<file path="config.mk">
export PLATFORM = sky130hd
export DESIGN_NAME = hazard_ctrl
export DESIGN_NICKNAME = d
export VERILOG_FILES = /design/src/rtl/hazard_pkg.sv /design/src/rtl/hazard_fwd_unit.sv /design/src/rtl/hazard_ctrl.sv
export SDC_FILE = /design/constraint.sdc
export NUM_CORES = 1
export LEC_CHECK = 0
export ABC_AREA = 1
export BUFFER_PORTS_ARGS = -buffer_cell sky130_fd_sc_hd__buf_2
export CORE_MARGIN = 3
export CORE_UTILIZATION = 45
export DETAILED_ROUTE_END_ITERATION = 16
export GPL_ROUTABILITY_DRIVEN = 0
export PLACE_DENSITY_LB_ADDON = 0.15
export SYNTH_ARGS = -nofsm -noshare
export SYNTH_HDL_FRONTEND = slang
export SYNTH_SLANG_ARGS = --single-unit
</file>
<file path="constraint.sdc">
create_clock -name i_clk -period 1.81 [get_ports i_clk]
set_input_delay 0.0905 -clock i_clk [delete_from_list [all_inputs] [get_ports i_clk]]
set_output_delay 0.0905 -clock i_clk [all_outputs]
set_load 0.01 [all_outputs]
</file>
<file path="src/rtl/hazard_pkg.sv">
// Shared encodings for the hazard scheduler: writeback source, forward mux selects, FSM states.
// Latency: n/a (types and pure functions only). Backpressure: n/a.
// Holds the register-match helper used by both the forwarding unit and the load-use detector.
package hazard_pkg;

    typedef enum logic [1:0] {
        WB_ALU = 2'b00,
        WB_MEM = 2'b01,
        WB_PC  = 2'b10
    } wb_sel_e;

    localparam logic [1:0] FWD_NONE = 2'b00;
    localparam logic [1:0] FWD_WB   = 2'b01;
    localparam logic [1:0] FWD_MEM  = 2'b10;

    typedef enum logic {
        RUN     = 1'b0,
        LDSTALL = 1'b1
    } hz_state_e;

    // x0 is hardwired zero, so it can never be a producer worth tracking.
    function automatic logic reg_match(input logic [4:0] x, input logic [4:0] y);
        return (x == y) && (x != 5'd0);
    endfunction

    function automatic logic [1:0] fwd_e_sel(input logic       wren_m,
                                             input logic [4:0] rd_m,
                                             input logic       wren_w,
                                             input logic [4:0] rd_w,
                                             input logic [4:0] rs);
        if (wren_m && reg_match(rd_m, rs)) begin
            return FWD_MEM;
        end else if (wren_w && reg_match(rd_w, rs)) begin
            return FWD_WB;
        end
        return FWD_NONE;
    endfunction

endpackage

</file>
<file path="src/rtl/hazard_fwd_unit.sv">
// Combinational operand forwarding selects for the decode and execute stages.
// Latency: zero cycles, pure combinational compares. Backpressure: none, no state.
// M beats W for execute operands since M holds the younger result.
module fwd_unit
    import hazard_pkg::*;
(
    input  logic [4:0] rs1_d,
    input  logic [4:0] rs2_d,
    input  logic [4:0] rs1_e,
    input  logic [4:0] rs2_e,
    input  logic [4:0] rd_m,
    input  logic [4:0] rd_w,
    input  logic       rd_wren_m,
    input  logic       rd_wren_w,
    input  logic [1:0] wb_sel_m,
    output logic       fwd_a_d,
    output logic       fwd_b_d,
    output logic [1:0] fwd_a_e,
    output logic [1:0] fwd_b_e
);

    logic m_is_alu;

    // A load in M has no data yet; only ALU/PC results can be bypassed into decode.
    assign m_is_alu = (wb_sel_m != WB_MEM);

    assign fwd_a_d = rd_wren_m && m_is_alu && reg_match(rd_m, rs1_d);
    assign fwd_b_d = rd_wren_m && m_is_alu && reg_match(rd_m, rs2_d);

    assign fwd_a_e = fwd_e_sel(rd_wren_m, rd_m, rd_wren_w, rd_w, rs1_e);
    assign fwd_b_e = fwd_e_sel(rd_wren_m, rd_m, rd_wren_w, rd_w, rs2_e);

endmodule

</file>
<file path="src/rtl/hazard_ctrl.sv">
// Pipeline hazard scheduler: load-use stall FSM, mispredict flush, operand forward selects.
// Latency: outputs combinational from state+inputs, take effect at next edge; load-use holds D LOAD_STALL cycles.
// Backpressure: stall_f/stall_d hold upstream regs; HAZARD_PERF_CNT_EN adds saturating stall/flush counters.
module hazard_ctrl
    import hazard_pkg::*;
#(
    parameter int LOAD_STALL = 1,
    parameter int CNT_W      = 32
) (
    input  logic             i_clk,
    input  logic             i_rst_n,
    input  logic             i_insn_vld_d,
    input  logic [4:0]       i_rs1_d,
    input  logic [4:0]       i_rs2_d,
    input  logic [4:0]       i_rs1_e,
    input  logic [4:0]       i_rs2_e,
    input  logic [4:0]       i_rd_e,
    input  logic [4:0]       i_rd_m,
    input  logic [4:0]       i_rd_w,
    input  logic             i_rd_wren_e,
    input  logic             i_rd_wren_m,
    input  logic             i_rd_wren_w,
    input  logic [1:0]       i_wb_sel_e,
    input  logic [1:0]       i_wb_sel_m,
    input  logic             i_mispredict_e,
    output logic             o_stall_f,
    output logic             o_stall_d,
    output logic             o_flush_d,
    output logic             o_flush_e,
    output logic             o_forward_a_d,
    output logic             o_forward_b_d,
    output logic [1:0]       o_forward_a_e,
    output logic [1:0]       o_forward_b_e,
`ifdef HAZARD_PERF_CNT_EN
    output logic [CNT_W-1:0] o_stall_cnt,
    output logic [CNT_W-1:0] o_flush_cnt,
`endif
    output logic             o_busy
);

    localparam int CNT_BITS = (LOAD_STALL > 2) ? $clog2(LOAD_STALL - 1) : 1;
    localparam logic [CNT_BITS-1:0] CNT_INIT =
        (LOAD_STALL > 1) ? CNT_BITS'(LOAD_STALL - 2) : '0;

    if (LOAD_STALL < 1 || CNT_W < 1) begin : g_bad_param
        $error("hazard_ctrl: LOAD_STALL and CNT_W must be >= 1");
    end

    hz_state_e           state, state_nxt;
    logic [CNT_BITS-1:0] cnt, cnt_nxt;
    logic                lu;
    logic                stall, flush_d, flush_e;
    logic                fwd_a_d, fwd_b_d;
    logic [1:0]          fwd_a_e, fwd_b_e;

    fwd_unit u_fwd (
        .rs1_d     (i_rs1_d),
        .rs2_d     (i_rs2_d),
        .rs1_e     (i_rs1_e),
        .rs2_e     (i_rs2_e),
        .rd_m      (i_rd_m),
        .rd_w      (i_rd_w),
        .rd_wren_m (i_rd_wren_m),
        .rd_wren_w (i_rd_wren_w),
        .wb_sel_m  (i_wb_sel_m),
        .fwd_a_d   (fwd_a_d),
        .fwd_b_d   (fwd_b_d),
        .fwd_a_e   (fwd_a_e),
        .fwd_b_e   (fwd_b_e)
    );

    assign lu = i_insn_vld_d && i_rd_wren_e && (i_wb_sel_e == WB_MEM) &&
                (reg_match(i_rd_e, i_rs1_d) || reg_match(i_rd_e, i_rs2_d));

    always_ff @(posedge i_clk or negedge i_rst_n) begin
        if (!i_rst_n) begin
            state <= RUN;
            cnt   <= '0;
        end else begin
            state <= state_nxt;
            cnt   <= cnt_nxt;
        end
    end

    // The first stall cycle is spent in RUN, so LDSTALL only covers the remaining LOAD_STALL-1.
    always_comb begin
        state_nxt = state;
        cnt_nxt   = cnt;
        stall     = 1'b0;
        flush_d   = 1'b0;
        flush_e   = 1'b0;
        unique case (state)
            RUN: begin
                if (i_mispredict_e) begin
                    flush_d = 1'b1;
                    flush_e = 1'b1;
                end else if (lu) begin
                    stall   = 1'b1;
                    flush_e = 1'b1;
                    if (LOAD_STALL > 1) begin
                        state_nxt = LDSTALL;
                        cnt_nxt   = CNT_INIT;
                    end
                end
            end
            LDSTALL: begin
                if (i_mispredict_e) begin
                    flush_d   = 1'b1;
                    flush_e   = 1'b1;
                    state_nxt = RUN;
                    cnt_nxt   = '0;
                end else begin
                    stall   = 1'b1;
                    flush_e = 1'b1;
                    if (cnt == '0) begin
                        state_nxt = RUN;
                    end else begin
                        cnt_nxt = cnt - 1'b1;
                    end
                end
            end
            default: begin
                state_nxt = RUN;
                cnt_nxt   = '0;
            end
        endcase
    end

    // Every output is forced quiet while reset is held, including the combinational forwards.
    assign o_stall_f     = i_rst_n && stall;
    assign o_stall_d     = i_rst_n && stall;
    assign o_flush_d     = i_rst_n && flush_d;
    assign o_flush_e     = i_rst_n && flush_e;
    assign o_busy        = i_rst_n && (state != RUN);
    assign o_forward_a_d = i_rst_n && fwd_a_d;
    assign o_forward_b_d = i_rst_n && fwd_b_d;
    assign o_forward_a_e = i_rst_n ? fwd_a_e : FWD_NONE;
    assign o_forward_b_e = i_rst_n ? fwd_b_e : FWD_NONE;

`ifdef HAZARD_PERF_CNT_EN
    always_ff @(posedge i_clk or negedge i_rst_n) begin
        if (!i_rst_n) begin
            o_stall_cnt <= '0;
            o_flush_cnt <= '0;
        end else begin
            if (stall && !(&o_stall_cnt)) begin
                o_stall_cnt <= o_stall_cnt + 1'b1;
            end
            if (i_mispredict_e && !(&o_flush_cnt)) begin
                o_flush_cnt <= o_flush_cnt + 1'b1;
            end
        end
    end
`endif

endmodule
</file>
Word level (Yosys, flattened, before mapping)
Cells that the tools add are included.
- register bits after elaboration: 2
- output and inout port bits: 11
- input port bits: 46
- bitwise operators: 1
- mux-type cells: 24
- $add $sub $neg: 1
- equal/unequal tests: 10
- reductions and logical operators: 28
- operator list (kind ; number):
    == test 5 bit ; 8
    logical AND 1 bit ; 24
    two-way mux 2 bit ; 8
    nonzero test 5 bit ; 3
    two-way mux 1 bit ; 14
    one-hot mux 1 bit (2 select lines) ; 2
    == test 2 x 1 -> 1 bit, second input constant ; 1
    inequality test 2 x 1 -> 1 bit, second input constant ; 1
    logical OR 1 bit ; 1
    inverter 1 bit ; 1
    subtractor 1 bit, second input constant ; 1

Longest topological paths before layout
- depth in word-level cells: 8
- depth in mapped cells: 9

Hierarchy
From an unflattened synthesis, not the netlist that was laid out.
- cell total of the unflattened synthesis: 205
- area, all modules: 918.4 um^2
- modules (own cells, without submodules) (module ; area an instance (um^2) ; cells an instance ; times used):
    fwd_unit ; 621.8 ; 133 ; 1
    hazard_ctrl ; 296.5 ; 72 ; 1

Worst setup path after synthesis
OpenSTA, ideal clock, no wires.
- kind: input-to-output
- from: in i_rd_e[0]
- to: out o_stall_f
- path slack: 0.878 ns
- arrival: 0.842 ns
- stages: 9
- buffers on the path: 1
- path through: inv_1 > nand2_1 > nand2_1 > nor2_1 > nand3_1 > nand2_1 > nand2_1 > nor2_1 > buf_4
- longest elaborated chain between the ends: 8
- elaborated cells on any way between the ends: 11
- those cells by class: 2 x eq/ne; 3 x mux; 6 x reduce/logical
- ends and longest elaborated chain (element ; line ; RTL):
    start, declared ; hazard_ctrl.sv:17 ; input logic [4:0] i_rd_e,
    == test 5 bit or nonzero test 5 bit (tied branches) ; hazard_pkg.sv:23 ; return (x == y) && (x != 5'd0);
    logical AND 1 bit ; hazard_pkg.sv:23 ;
    logical OR 1 bit (*) ; hazard_ctrl.sv:73 ; (reg_match(i_rd_e, i_rs1_d) || reg_match(i_rd_e, i_rs2_d));
    logical AND 1 bit (*) ; hazard_ctrl.sv:72 ; assign lu = i_insn_vld_d && i_rd_wren_e && (i_wb_sel_e == WB_MEM) &&
    two-way mux 1 bit (*) ; hazard_ctrl.sv:97 ; end else if (lu) begin
    two-way mux 1 bit (*) ; hazard_ctrl.sv:94 ; if (i_mispredict_e) begin
    one-hot mux 1 bit (2 select lines) (*) ; hazard_ctrl.sv:92 ; unique case (state)
    logical AND 1 bit (*) ; - ;
    end, declared ; hazard_ctrl.sv:26 ; output logic o_stall_f,
Mark *: on every way between the ends. The rest lies on a longest branch, timed or not.

Worst setup path in the final report
- from: in i_rd_e[0]
- to: out o_stall_d
- longest elaborated chain between the ends: 8
- elaborated cells on any way between the ends: 11
- those cells by class: 2 x eq/ne; 3 x mux; 6 x reduce/logical
- ends and longest elaborated chain (element ; line ; RTL):
    == test 5 bit or nonzero test 5 bit (tied branches) ; hazard_pkg.sv:23 ;
    logical AND 1 bit ; hazard_pkg.sv:23 ;
    logical OR 1 bit (*) ; hazard_ctrl.sv:73 ;
    logical AND 1 bit (*) ; hazard_ctrl.sv:72 ;
    two-way mux 1 bit (*) ; hazard_ctrl.sv:97 ;
    two-way mux 1 bit (*) ; hazard_ctrl.sv:94 ;
    one-hot mux 1 bit (2 select lines) (*) ; hazard_ctrl.sv:92 ;
    logical AND 1 bit (*) ; hazard_ctrl.sv:131 ; assign o_stall_d = i_rst_n && stall;
    end, declared ; hazard_ctrl.sv:27 ; output logic o_stall_d,
Marks and branches as above.

==> flow_summary.json <==
{
  "sw_frac_of_total_pct": 57.06,
  "status": "complete, no violations",
  "drv_cap": 0,
  "die_w_um": 47.92,
  "finalCritPeriodShare_pct": 56.74,
  "worstPathRequired_ns": 1.72,
  "core-area_mm2": 0.001577,
  "diodes": 0,
  "antenna_left": 0,
  "cpPeakStageDelay_ns": 0.14,
  "dr.pass1.iters": 4,
  "port_buffers": 55,
  "fp-row-count": 14,
  "synth_cell_types": 25,
  "yosysSeqAreaShare_pct": 0,
  "endpoint_kind": "output pin",
  "layout_common_cells": "nand2_1 (58), buf_2 (55), inv_1 (27)",
  "post_cts_buffers": 0,
  "arrival_ns": 0.94,
  "fmax_mhz": 973.6,
  "grt_pass1_vias": 974,
  "drt-total-wl_um": 2383,
  "place_ws_ns": 0.8004,
  "peakVddDrop_uv": 100.2,
  "seq_cells": 0,
  "grt_max_degree": 8,
  "multi_input_area_um2": 640.6,
  "netlist_instances": 166,
  "dieArea_mm2": 0.002296,
  "antenna_found_initial": 0,
  "cts_resized": 0,
  "vias": 1170,
  "drive_gt1_share_pct": 32.11,
  "drc_errors": 0,
  "avgSynthCellArea_um2": 4.764,
  "setup_viol": 0,
  "fin_ws_ns": 0.7829,
  "hold_viol_final": 0,
  "cpMostUsedCell": "nand2_1",
  "power_frac_comb_pct": 100.0,
  "power_switching_uw": 123.4,
  "layout_commonest_cell": "nand2_1",
  "nClkBuffers": 0,
  "routedWlPerCell_um": 10.18,
  "drtIter0Drc": 41,
  "synth_area_um2": 790.8,
  "p_int_uw": 92.88,
  "slowest_stage": "buf_2",
  "nFillCells": 159,
  "seq_power_share_pct": 0,
  "final_nets": 266,
  "cp_cell_sequence": "buf_2, inv_1, nand2_1, nand2_1, nor2_1, nand3_1, nand2_1, nand2_1, nor2_1, buf_2",
  "ctsHoldBuffers": 0,
  "critPathKind": "input port to output pin",
  "powerDensity_mw_per_mm2": 204.1,
  "dp_hpwl_um": 2133,
  "clkPwrFrac_pct": 0,
  "grt.total_usage_pct": 21.56,
  "finalPower_uw": 216.3,
  "pin_count": 57,
  "yosys_warnings": 0,
  "synth_area_leaders": "nand2_1 (28%), inv_1 (13%), nor2_1 (11%)",
  "min_period_ns": 1.027,
  "synth_top_cell_by_area": "nand2_1",
  "drv_slew": 0,
  "power.leakage_uw": 0.0006866,
  "vias_per_cell": 5.000,
  "fin_setup_tns_ns": 0,
  "grt-ovfl-total": 0,
  "rsz0062_at_grt": "false",
  "seq_area_um2": 0,
  "die-height_um": 47.92,
  "postSynthNetCount": 212,
  "start_kind": "input port",
  "grt_pass1_wl_um": 3767,
  "initial_core_util_pct": 50.16,
  "crit_path_max_fanout": 3,
  "area_delta_synth_final_pct": 34.02,
  "hold_path.class": "input port to output pin",
  "synth.top_cell.area_share_pct": 27.53
}
## metrics by stage
stage | cell area (um2) | util, % | hold WS [ns] | instances
2_1_floorplan | 790.8 | - | 0.2359 | 166
4_1_cts | 1060 | 67.22 | 0.4404 | 234
6_report | 1060 | 67.22 | 0.4400 | 234
3_5_place_dp | 1060 | 67.22 | 0.4385 | 234
5_1_grt | 1060 | 67.22 | 0.4706 | 234
3_3_place_gp | 1060 | 67.22 | 0.4357 | 234
## per-layer routing
| metal | track usage [%] | part of all wire (%) |
|---|---|---|
| met5 | 0 | 0 |
| met4 | 1.075 | 0 |
| met3 | 2.256 | 8.9 |
| met2 | 35.09 | 44 |
| met1 | 31.74 | 47 |
## critical path, delay by kind of cell
| family | cells | cell delay (ns) |
|---|---|---|
| AND/OR/NAND/NOR | 7 | 0.53 |
| buffers and inverters | 3 | 0.30 |
## area by class of cell
cell class	count	area share, %
inverters	33	11.69
multi-input cells	130	60.45
well taps	16	1.889
repair buffers	55	25.97
## power by group through the flow
| stage | clock [uW] | sequential [uW] | combinational [uW] |
|---|---|---|---|
| after floorplan | 0 | 0 | 122 |
| final | 0 | 0 | 216 |
| after global routing | 0 | 0 | 244 |
| after detailed placement | 0 | 0 | 214 |
| after global placement | 0 | 0 | 210 |
| after CTS | 0 | 0 | 215 |
## synth_stat cells, types with 3 or more instances
cell type	n
nor2_1	24
nor3_1	4
inv_2	6
xnor2_1	5
xor2_1	5
nand3_1	5
nand4_1	6
o22ai_1	4
a21oi_1	3
inv_1	27
nand2_1	58
## logic make-up after synthesis
family	after synthesis	share of synthesized area, %
buffers and inverters	36	18.99
AOI/OAI and AO/OA	14	11.07
xor gates and xnor gates	10	11.08
and+or+nand+nor	105	58.39
other	1	0.4742
## worst paths after layout
| kind | depth (start not counted) | startpoint | slack [ns] | endpoint |
|---|---|---|---|---|
| max | 10 | i_rd_e[0] | 0.78 | o_stall_d |
| min | 3 | i_mispredict_e | 0.44 | o_stall_f |
(Power assumes the default switching activity.)
